[config.mk]
export PLATFORM = sky130hd
export DESIGN_NAME = pwd_unlock_ctrl
export DESIGN_NICKNAME = d
export VERILOG_FILES = /design/src/rtl/pwd_unlock_pkg.sv /design/src/rtl/pwd_dwell_timer.sv /design/src/rtl/pwd_unlock_ctrl.sv
export SDC_FILE = /design/constraint.sdc
export NUM_CORES = 1
export LEC_CHECK = 0
export CAP_MARGIN = 20
export CORE_MARGIN = 2
export CORE_UTILIZATION = 53
export DETAILED_ROUTE_END_ITERATION = 10
export PLACE_DENSITY = 0.91
export SLEW_MARGIN = 20
export SYNTH_ARGS = -nofsm -noshare
export SYNTH_HDL_FRONTEND = slang
export SYNTH_SLANG_ARGS = --single-unit
[constraint.sdc]
create_clock -name clk -period 3.51 [get_ports clk]
set_input_delay 1.053 -clock clk [delete_from_list [all_inputs] [get_ports clk]]
set_output_delay 1.053 -clock clk [all_outputs]
set_load 0.01 [all_outputs]
[src/rtl/pwd_unlock_pkg.sv]
// Shared types and width helpers for the password-unlock controller.
package pwd_unlock_pkg;

   typedef enum logic [1:0] {
      StIdle,
      StEntry,
      StUnlocked,
      StLockout
   } state_e;

   // Digit index width; at least one bit so a single-digit password still has a register.
   function automatic int unsigned idx_w(input int unsigned digits);
      return (digits > 1) ? $clog2(digits) : 1;
   endfunction

   function automatic int unsigned tmr_w(input int unsigned unlock_cycles,
                                         input int unsigned lockout_cycles);
      int unsigned m;
      m = (unlock_cycles > lockout_cycles) ? unlock_cycles : lockout_cycles;
      return $clog2(m + 1);
   endfunction

endpackage

[src/rtl/pwd_dwell_timer.sv]
// Loadable down-counter; expired_o marks the last cycle of a loaded dwell period.
module pwd_dwell_timer #(
   parameter int unsigned Width = 5
) (
   input  logic             clk,
   input  logic             rst_n,
   input  logic             load_i,
   input  logic [Width-1:0] value_i,
   output logic             expired_o
);

   logic [Width-1:0] count_q, count_d;

   always_comb begin
      count_d = count_q;
      if (load_i) begin
         count_d = value_i;
      end else if (count_q != '0) begin
         count_d = count_q - 1'b1;
      end
   end

   always_ff @(posedge clk or negedge rst_n) begin
      if (!rst_n) begin
         count_q <= '0;
      end else begin
         count_q <= count_d;
      end
   end

   // Loading value V yields exactly V cycles before expiry takes effect.
   assign expired_o = (count_q == Width'(1));

endmodule

[src/rtl/pwd_unlock_ctrl.sv]
// Password-unlock controller: symbol entry over valid/ready, fail counting, timed lockout
// and auto-relock.
module pwd_unlock_ctrl
   import pwd_unlock_pkg::*;
#(
   parameter int unsigned            N              = 4,
   parameter int unsigned            DIGITS         = 4,
   parameter int unsigned            MAX_FAILS      = 3,
   parameter int unsigned            LOCKOUT_CYCLES = 16,
   parameter int unsigned            UNLOCK_CYCLES  = 8,
   parameter logic [N*DIGITS-1:0]    DEFAULT_PWD    = 16'h1234
) (
   input  logic                           clk,
   input  logic                           rst_n,
   input  logic [N-1:0]                   p_data,
   input  logic                           p_valid,
   output logic                           p_ready,
   input  logic                           pwd_wr,
   input  logic [N*DIGITS-1:0]            pwd_new,
   output logic                           unlock,
   output logic                           pwd_incorrect,
   output logic                           locked_out,
   output logic [$clog2(MAX_FAILS+1)-1:0] fail_cnt
);

   localparam int unsigned PwdW = N * DIGITS;
   localparam int unsigned IdxW = idx_w(DIGITS);
   localparam int unsigned TmrW = tmr_w(UNLOCK_CYCLES, LOCKOUT_CYCLES);
   localparam int unsigned FcW  = $clog2(MAX_FAILS + 1);

   localparam logic [IdxW-1:0] LastIdx    = IdxW'(DIGITS - 1);
   localparam logic [FcW-1:0]  MaxFails   = FcW'(MAX_FAILS);
   localparam logic [TmrW-1:0] UnlockLoad = TmrW'(UNLOCK_CYCLES);
   localparam logic [TmrW-1:0] LockLoad   = TmrW'(LOCKOUT_CYCLES);

   state_e          state_q, state_d;
   logic [IdxW-1:0] idx_q, idx_d;
   logic            mismatch_q, mismatch_d;
   logic [FcW-1:0]  fail_q, fail_d;
   logic [PwdW-1:0] pwd_q, pwd_d;
   logic            incorrect_q, incorrect_d;

   logic            ready;
   logic            xfer;
   logic [PwdW-1:0] pwd_shift;
   logic [N-1:0]    cur_digit;
   logic            mis_now;
   logic [FcW-1:0]  fail_inc;
   logic            tmr_load;
   logic [TmrW-1:0] tmr_value;
   logic            tmr_expired;

   assign ready     = (state_q == StIdle) || (state_q == StEntry);
   assign xfer      = p_valid && ready;
   // First-entered symbol is the most significant one, so shift the current digit to the top.
   assign pwd_shift = pwd_q << (N * idx_q);
   assign cur_digit = pwd_shift[PwdW-1 -: N];
   assign mis_now   = mismatch_q || (p_data != cur_digit);
   assign fail_inc  = (fail_q == MaxFails) ? fail_q : fail_q + 1'b1;

   always_comb begin
      state_d     = state_q;
      idx_d       = idx_q;
      mismatch_d  = mismatch_q;
      fail_d      = fail_q;
      pwd_d       = pwd_q;
      incorrect_d = 1'b0;
      tmr_load    = 1'b0;
      tmr_value   = '0;

      case (state_q)
         StIdle, StEntry: begin
            if (xfer) begin
               if (idx_q == LastIdx) begin
                  // Whole entry is always consumed before judging, so timing leaks nothing.
                  idx_d      = '0;
                  mismatch_d = 1'b0;
                  if (!mis_now) begin
                     state_d   = StUnlocked;
                     fail_d    = '0;
                     tmr_load  = 1'b1;
                     tmr_value = UnlockLoad;
                  end else begin
                     incorrect_d = 1'b1;
                     fail_d      = fail_inc;
                     if (fail_inc == MaxFails) begin
                        state_d   = StLockout;
                        tmr_load  = 1'b1;
                        tmr_value = LockLoad;
                     end else begin
                        state_d = StIdle;
                     end
                  end
               end else begin
                  idx_d      = idx_q + 1'b1;
                  mismatch_d = mis_now;
                  state_d    = StEntry;
               end
            end
         end
         StUnlocked: begin
            if (pwd_wr) begin
               pwd_d = pwd_new;
            end
            if (pwd_wr || tmr_expired) begin
               state_d = StIdle;
            end
         end
         StLockout: begin
            if (tmr_expired) begin
               state_d = StIdle;
               fail_d  = '0;
            end
         end
         default: begin
            state_d = StIdle;
         end
      endcase
   end

   always_ff @(posedge clk or negedge rst_n) begin
      if (!rst_n) begin
         state_q     <= StIdle;
         idx_q       <= '0;
         mismatch_q  <= 1'b0;
         fail_q      <= '0;
         pwd_q       <= DEFAULT_PWD;
         incorrect_q <= 1'b0;
      end else begin
         state_q     <= state_d;
         idx_q       <= idx_d;
         mismatch_q  <= mismatch_d;
         fail_q      <= fail_d;
         pwd_q       <= pwd_d;
         incorrect_q <= incorrect_d;
      end
   end

   pwd_dwell_timer #(
      .Width (TmrW)
   ) u_timer (
      .clk       (clk),
      .rst_n     (rst_n),
      .load_i    (tmr_load),
      .value_i   (tmr_value),
      .expired_o (tmr_expired)
   );

   assign p_ready       = ready;
   assign unlock        = (state_q == StUnlocked);
   assign locked_out    = (state_q == StLockout);
   assign pwd_incorrect = incorrect_q;
   assign fail_cnt      = fail_q;

endmodule
# Word level (Yosys, flattened, before mapping)
# Index checks and enable logic that the tools add are counted.
totals:
  regBits: 29
  in_bits: 24
  output_inout_bits: 6
  elab_cells: 66
classes:
  add_sub_neg: 3
  n_eq_ne: 12
  n_shift: 1
  n_mux: 30
  n_reduce_logical: 13
op_table:
  columns: ["op", "n"]
  rows:
  - ["5-bit two-way mux", 7]
  - ["2-bit two-way mux", 11]
  - ["16-bit by 4-bit left shift with 16-bit output", 1]
  - ["2-bit == test (second input constant)", 5]
  - ["1-bit two-way mux", 10]
  - ["2-bit one-hot mux with 3 select lines", 1]
  - ["5-bit by 1-bit == test with 1-bit output (second input constant)", 1]
  - ["5-bit nonzero test", 1]
  - ["5-bit by 1-bit subtractor with 5-bit output (second input constant)", 1]
  - ["2-bit by 1-bit adder with 2-bit output (second input constant)", 2]
  - ["2-bit by 1-bit != test with 1-bit output (second input constant)", 2]
  - ["2-bit != test (second input constant)", 2]
  - ["4-bit != test", 1]
  - ["2-bit one-hot mux with 2 select lines", 1]
  - ["2-bit AND reduction", 2]
  - ["4-bit AND reduction", 1]
  - ["2-bit nonzero test", 2]
  - ["1-bit logical OR", 3]
  - ["3-bit AND reduction", 1]
  - ["2-bit by 1-bit == test with 1-bit output (second input constant)", 1]
  - ["2-bit logical NOT", 1]
  - ["2-bit OR reduction", 1]
  - ["1-bit logical AND", 1]

# Depth between registers and ports, before layout
# Gate-level depths: netlist of run 1.
logic_depth:
  depth_word: 9
  mapped_depth: 6
  mapped_depth_nobuf: 6

# Cells and area by module
# A second synthesis of run 1 with hierarchy kept.
unflattened:
  cells_unflattened: 122
  hier_area_um2: 1519.0
modules_own_cells:
  columns: ["mod", "n_inst", "cells_per_inst", "area_per_inst_um2", "seq_area_each_um2"]
  rows:
  - ["pwd_unlock_ctrl", 1, 93, 1216.2, 606.8]
  - ["pwd_dwell_timer", 1, 29, 302.8, 125.1]

# Least setup slack after synthesis of run 1
# No wires, ideal clock.
synth_path:
  kind: "input-to-reg"
  from: "input p_data[0]"
  to: "register u_timer.count_q[4]"
  arrival_ns: 2.005
  slack_ns: 1.363
  path_stages: 5
  path_buffers: 1
  cell_sequence: "nor3b_1 mux2i_1 a2111oi_2 buf_4 a22oi_1"
synth_between:
  elab_chain_len: 7
synth_lines:
  columns: ["element", "line", "source"]
  rows:
  - ["start, declared", "pwd_unlock_ctrl.sv:15", "input logic [N-1:0] p_data,"]
  - ["4-bit != test (*)", "pwd_unlock_ctrl.sv:58", "assign mis_now = mismatch_q || (p_data != cur_digit);"]
  - ["1-bit logical OR (*)", "pwd_unlock_ctrl.sv:58", null]
  - ["5-bit two-way mux or 1-bit two-way mux (tied branches)", "pwd_unlock_ctrl.sv:78", "if (!mis_now) begin"]
  - ["5-bit two-way mux or 1-bit two-way mux (tied branches)", "pwd_unlock_ctrl.sv:74", "if (idx_q == LastIdx) begin"]
  - ["5-bit two-way mux or 1-bit two-way mux (tied branches)", "pwd_unlock_ctrl.sv:73", "if (xfer) begin"]
  - ["5-bit two-way mux or 1-bit two-way mux (tied branches)", "pwd_unlock_ctrl.sv:71", "case (state_q)"]
  - ["5-bit two-way mux or 2-bit nonzero test (tied branches)", null, null]
  - ["end signal, assigned", "pwd_dwell_timer.sv:27", "count_q <= count_d;"]
  - ["end, declared", "pwd_dwell_timer.sv:12", "logic [Width-1:0] count_q, count_d;"]
# Every way passes the cells marked *; elsewhere a longest branch is shown, timed or not.
# A chain may end at the register's enable or synchronous reset.

# Final worst setup path of run 1
layout_path:
  from: "register state_q[1]"
  to: "output unlock"
layout_between:
  elab_chain_len: 1
layout_lines:
  columns: ["element", "line", "source"]
  rows:
  - ["start, declared", "pwd_unlock_ctrl.sv:36", "state_e state_q, state_d;"]
  - ["start signal, assigned", "pwd_unlock_ctrl.sv:123", "state_q <= StIdle;"]
  - ["start signal, assigned", "pwd_unlock_ctrl.sv:130", "state_q <= state_d;"]
  - ["2-bit == test", "pwd_unlock_ctrl.sv:150", "assign unlock = (state_q == StUnlocked);"]
  - ["end, declared", "pwd_unlock_ctrl.sv:20", "output logic unlock,"]
# No other way between the ends.

==> qor.yml, run 1 <==
power:
  power_density_nw_per_um2: 758
  peakVddDrop_mv: 0.483
  p_leak_nw: 0.839
worst_hold_path:
  hold_path_class: "flop to flop"
  hold_path_depth: 1
  hp-start: "pwd_q[7]"
  holdPathEnd: "pwd_q[7]"
final_layout:
  fillers: 190
  final_cells: 190
  regArea_sq_um: 732
  nets: 185
  syn_to_final_growth_pct: 25.3
  final_core_util: 0.687
  multi_input_area_sq_um: 687
  drive_gt1_frac: 0.220
  antenna-diode-count: 0
clocking:
  cts-buffers-inserted: 5
  cts_tree: "yes"
  cts_sinks: 29
  cts_resized: 0
  post-cts-setup-buffers: 0
  path_clk_slew_ns: 0.09
  root_buffer: "clkbuf_4"
  hold_buffers: 0
  clk_latency_ns: 0.31
  cts.path.max_buffers: 2
  htree_levels: 2
setup_path:
  critPathSlowestCell: "clkdlybuf4s50_1"
  ff2ff_setup_slack_ns: 1.42
  cp.required_ns: 2.46
  cp_max_fo: 5
  reg2reg_depth: 5
  r2r-end: "u_timer.count_q[4]"
  startpoint_type: "flop"
  r2r_start: "idx_q[0]"
  critical_path.max_stage_delay_ns: 0.56
  cp_data_arrival_time_ns: 1.56
  end_kind: "primary output"
  crit_type: "flop to primary output"
  path_cells: "inv_1, nor2_1, clkdlybuf4s50_1"
placed_design:
  dp_hpwl_mm: 2.00
  gp_congestion: 0.809
  dp.cells: 182
  portBuffers: 29
floorplanning:
  die_w_um: 56.7
  die-area_sq_um: 3210
  design.core.area_sq_um: 2690
  num_io_pins: 30
  row_count: 19
  initial_core_util: 0.548
  chipHeight_um: 56.7
sta:
  finalSetupTns_ns: 0
  relSlewSlack: 0.525
  maxSlewViolCount: 0
  max_freq_mhz: 382
  timing.final.crit_period_ns: 2.62
  setup_viol: 0
  hold-worst-slack_ns: 0.505
  hold_viol_final: 0
  rsz0062_at_grt: "no"
  worstMarginPinSlew_ns: 0.703
  timing.final.crit_share: 0.746
  worst_clock_skew_ns: 0.00983
route:
  routed_wl_mm: 2.67
  drc: 0
  drt.antenna.violating_nets: 0
  first_pass_iters: 4
  post_drt_wl_per_cell_um: 14.0
  avgViaCountPerCell: 5.56
  drtIter0Drc: 22
  num_vias: 1056
synth:
  yosys.area.top_type: "dfrtp_1"
  synth_edf_count: 0
  synthTopCellsByCount: "dfrtp_1, nand2_1, mux2_2"
  synth.most_common_cell: "dfrtp_1"
  ys_warn_count: 0
  synth_top_area_frac: 0.408
  synthFlopType: "dfrtp_1"
  synth_cell_type_count: 32
  synth-seq-cells: 29
  syn-cell-area_sq_um: 1470
  syn_area_per_cell_sq_um: 11.8
  async_reset_ff_frac: 1.00
  synth_fp_nets: 152
  synth_cells: 125
  ys_seq_area_frac: 0.497
  synth_area_leaders: "dfrtp_1, mux2_2, dfstp_2"
grt:
  grt_usage: 0.189
  grt_first_pass_wirelength_mm: 4.71
  grt_pass1_vias: 1115
  grt_max_degree: 30
  antenna_found_initial: 0
  gr-total-overflow: 0
outcome:
  status: "completed"
job:
  maxCapViolations: 0
sequential cells by signal (all words and copies together) (netlist names):
name,flops
idx_q,2
pwd_q,16
fail_cnt,2
pwd_incorrect,1
state_q,2
u_timer.count_q,5
mismatch_q,1
final cells by class:
| class | count | share of cell area |
|---|---|---|
| multi-input cells | 85 | 0.372 |
| inverters | 6 | 0.0122 |
| clock buffers | 8 | 0.0319 |
| flip-flops and latches | 29 | 0.397 |
| repair buffers | 31 | 0.166 |
| well taps | 31 | 0.0210 |
critical path, delay by kind of cell (launching register included):
| family | cells | cell delay [ns] |
|---|---|---|
| buffers and inverters | 2 | 0.67 |
| DFF | 1 | 0.42 |
| and+or+nand+nor | 1 | 0.17 |
cells by family after synthesis:
group,after synthesis,synth area share
multiplexers,26,0.217
AND/OR/NAND/NOR,33,0.109
AO/OA/AOI/OAI,18,0.0859
XOR/XNOR,5,0.0298
flip-flops,29,0.497
adder cells (fa/ha/maj),3,0.0255
buffers and inverters,11,0.0357
where the power goes:
group | internal, W | switching [W]
clock | 0.0000988 | 0.000109
combinational | 0.000325 | 0.000229
sequential | 0.000495 | 0.000141
routing by layer:
metal	up-vias	track usage	part of all wire
met4	0	0.0510	0
met1	520	0.233	0.43
li1	504	-	-
met3	0	0.0691	0.049
met5	-	0	0
met2	32	0.312	0.52
stage by stage:
| stage | total power [W] | setup WS (ns) | cell area (sq um) |
|---|---|---|---|
| 3_3_place_gp | 0.00117 | 0.891 | 1790 |
| 4_1_cts | 0.00141 | 0.898 | 1840 |
| 3_5_place_dp | 0.00120 | 0.779 | 1790 |
| 5_1_grt | 0.00151 | 0.791 | 1840 |
| 2_1_floorplan | 0.00104 | 1.36 | 1470 |
| 6_report | 0.00140 | 0.893 | 1840 |
cells in the final DEF (no fill, tap or decap):
| cell type | synthesis | layout |
|---|---|---|
| ha_1 | 3 | 3 |
| buf_4 | 1 | 2 |
| nor3_1 | 2 | 2 |
| mux4_2 | 3 | 3 |
| nor3b_1 | 2 | 2 |
| mux2i_1 | 6 | 6 |
| dfrtp_1 | 24 | 24 |
| inv_1 | 6 | 6 |
| nand2b_1 | 1 | 1 |
| xor2_1 | 4 | 4 |
| clkbuf_4 | 0 | 5 |
| o21ai_0 | 5 | 5 |
| a21oi_1 | 4 | 4 |
| nand2_1 | 18 | 18 |
| clkdlybuf4s50_1 | 0 | 29 |
| clkbuf_1 | 2 | 2 |
| nor2_1 | 4 | 4 |
| clkbuf_8 | 0 | 1 |
| a22oi_1 | 1 | 1 |
| mux2_2 | 17 | 17 |
| o221ai_2 | 1 | 1 |
| a22o_1 | 1 | 1 |
| dfstp_2 | 5 | 5 |
| o21ai_1 | 1 | 1 |
| nor2b_1 | 1 | 1 |
| nor4b_1 | 2 | 2 |
| nand3_1 | 1 | 1 |
| o31ai_1 | 1 | 1 |
| and3b_1 | 2 | 2 |
| a2111oi_2 | 1 | 1 |
| a21o_1 | 2 | 2 |
| xnor2_1 | 1 | 1 |
| o211ai_1 | 1 | 1 |
worst max path at each step:
stage	end	slack [ns]	cells past startpoint	from
after global routing	unlock	0.79	3	state_q[1]
final	unlock	0.89	3	state_q[1]
after detailed placement	u_timer.count_q[4]	0.78	6	p_data[0]
after global placement	u_timer.count_q[4]	0.89	6	p_data[0]
after CTS	unlock	0.90	3	state_q[1]
after floorplan	u_timer.count_q[4]	1.36	5	p_data[0]
(Power assumes the default switching activity.)
==> run 2, diff against run 1 <==
--- a/config.mk
+++ b/config.mk
@@ -7,9 +7,9 @@
 export LEC_CHECK = 0
 export CAP_MARGIN = 20
 export CORE_MARGIN = 2
-export CORE_UTILIZATION = 53
+export CORE_UTILIZATION = 50
 export DETAILED_ROUTE_END_ITERATION = 10
-export PLACE_DENSITY = 0.91
+export PLACE_DENSITY = 0.87
 export SLEW_MARGIN = 20
 export SYNTH_ARGS = -nofsm -noshare
 export SYNTH_HDL_FRONTEND = slang
==> constraint.sdc (replaced) <==
create_clock -name clk -period 2.5 [get_ports clk]
set_input_delay 0.75 -clock clk [delete_from_list [all_inputs] [get_ports clk]]
set_output_delay 0.75 -clock clk [all_outputs]
set_load 0.01 [all_outputs]
==> qor.yml, run 2 (same netlist as run 1, synthesis figures left out) <==
sta:
  relSlewSlack: 0.479
  hold_viol_final: 0
  maxSlewViolCount: 0
  rsz0062_at_grt: "no"
  timing.final.crit_period_ns: 2.30
  max_freq_mhz: 435
  setup_viol: 0
  worst_clock_skew_ns: 0.0113
  timing.final.crit_share: 0.920
  finalSetupTns_ns: 0
  worstMarginPinSlew_ns: 0.770
placed_design:
  dp.cells: 183
  placed_cell_area_sq_um: 1790
  gp_congestion: 0.821
  portBuffers: 29
  dp_hpwl_mm: 2.01
outcome:
  status: "completed"
setup_path:
  crit_type: "flop to primary output"
  r2r_start: "idx_q[0]"
  critical_path.max_stage_delay_ns: 0.56
  cp_data_arrival_time_ns: 1.55
  r2r-end: "u_timer.count_q[4]"
  path_cells: "inv_1, nor2_1, clkdlybuf4s50_1"
  reg2reg_depth: 5
  startpoint_type: "flop"
  cp_max_fo: 5
  critPathSlowestCell: "clkdlybuf4s50_1"
  cp.required_ns: 1.75
  ff2ff_setup_slack_ns: 0.34
  end_kind: "primary output"
clocking:
  post-cts-setup-buffers: 0
  path_clk_slew_ns: 0.09
  htree_levels: 2
  root_buffer: "clkbuf_4"
  cts.path.max_buffers: 2
  cts_resized: 0
  clk_latency_ns: 0.33
  cts-buffers-inserted: 5
  cts_sinks: 29
  cts_tree: "yes"
  hold_buffers: 0
power:
  peakVddDrop_mv: 0.873
  power_density_nw_per_um2: 1060
  p_total_w: 0.00195
  p_leak_nw: 0.837
final_layout:
  fin_area_sq_um: 1840
  antenna-diode-count: 0
  fillers: 209
  multi_input_area_sq_um: 687
  largest_register: "pwd_q"
  largest_registers: "pwd_q (16), u_timer.count_q (5)"
  layout_common_cells: "clkdlybuf4s50_1, dfrtp_1, nand2_1"
  drive_gt1_frac: 0.219
  syn_to_final_growth_pct: 25.2
  final_core_util: 0.662
  largest_reg_flops: 16
  nets: 186
  final_cells: 191
  final_common_cell: "clkdlybuf4s50_1"
  regArea_sq_um: 732
route:
  num_vias: 1061
  first_pass_iters: 4
  avgViaCountPerCell: 5.55
  drtIter0Drc: 40
  drt.antenna.violating_nets: 0
  post_drt_wl_per_cell_um: 14.5
  drc: 0
  routed_wl_mm: 2.77
grt:
  grt_first_pass_wirelength_mm: 4.69
  antenna_found_initial: 0
  gr-total-overflow: 0
  grt_pass1_vias: 1084
  grt_usage: 0.186
  grt_max_degree: 30
floorplanning:
  num_io_pins: 30
  die-area_sq_um: 3390
  chipHeight_um: 58.2
  die_w_um: 58.2
  row_count: 19
  initial_core_util: 0.529
  design.core.area_sq_um: 2780
job:
  maxCapViolations: 0
worst_hold_path:
  holdPathEnd: "pwd_q[6]"
  hold_path_depth: 1
  hold_path_class: "flop to flop"
  hp-start: "pwd_q[6]"
## run 2: cell count changes in the layout (fill, tap and decap cells not counted), sizes merged
cell	change
buf	+1
## run 2: worst max path at each step
stage,startpoint,slack (ns),cells after the start,end
floorplan,idx_q[0],0.58,6,u_timer.count_q[4]
global placement,p_data[0],0.19,6,u_timer.count_q[4]
detailed placement,p_data[0],0.11,6,u_timer.count_q[4]
CTS,state_q[1],0.20,3,unlock
global route,state_q[1],0.10,3,unlock
finish,state_q[1],0.20,3,unlock
## run 2: layer usage
metal	track usage	wire length (um)	vias to the layer above
met5	0	0	-
met4	0.0532	29	0
met3	0.0714	165	5
met2	0.317	1420	33
met1	0.218	1150	515
li1	-	-	508
## run 2: final cells by class
class / count / area share
Tap cell: 31 / 0.0211
Sequential cell: 29 / 0.397
Clock buffer: 8 / 0.0265
Timing Repair Buffer: 32 / 0.170
Inverter: 6 / 0.0122
Multi-Input combinational cell: 85 / 0.373
## run 2: through the flow
stage | setup slack [ns] | hold slack (ns)
2_1_floorplan | 0.576 | 0.454
3_3_place_gp | 0.186 | 0.485
3_5_place_dp | 0.112 | 0.494
4_1_cts | 0.203 | 0.514
5_1_grt | 0.103 | 0.532
6_report | 0.201 | 0.513
## run 2: report_power, final
part	switching [W]	leakage, nW	total, W	internal [W]
clock network	0.000155	0.0265	0.000267	0.000112
registers	0.000197	0.349	0.000892	0.000694
logic	0.000334	0.462	0.000793	0.000459
total	0.000687	0.837	0.00195	0.00127
## run 2: worst max-delay path, delay by kind of cell (launching register included)
| family | cells | cell delay (ns) |
|---|---|---|
| buf+inv | 2 | 0.66 |
| flops | 1 | 0.41 |
| simple gates | 1 | 0.14 |
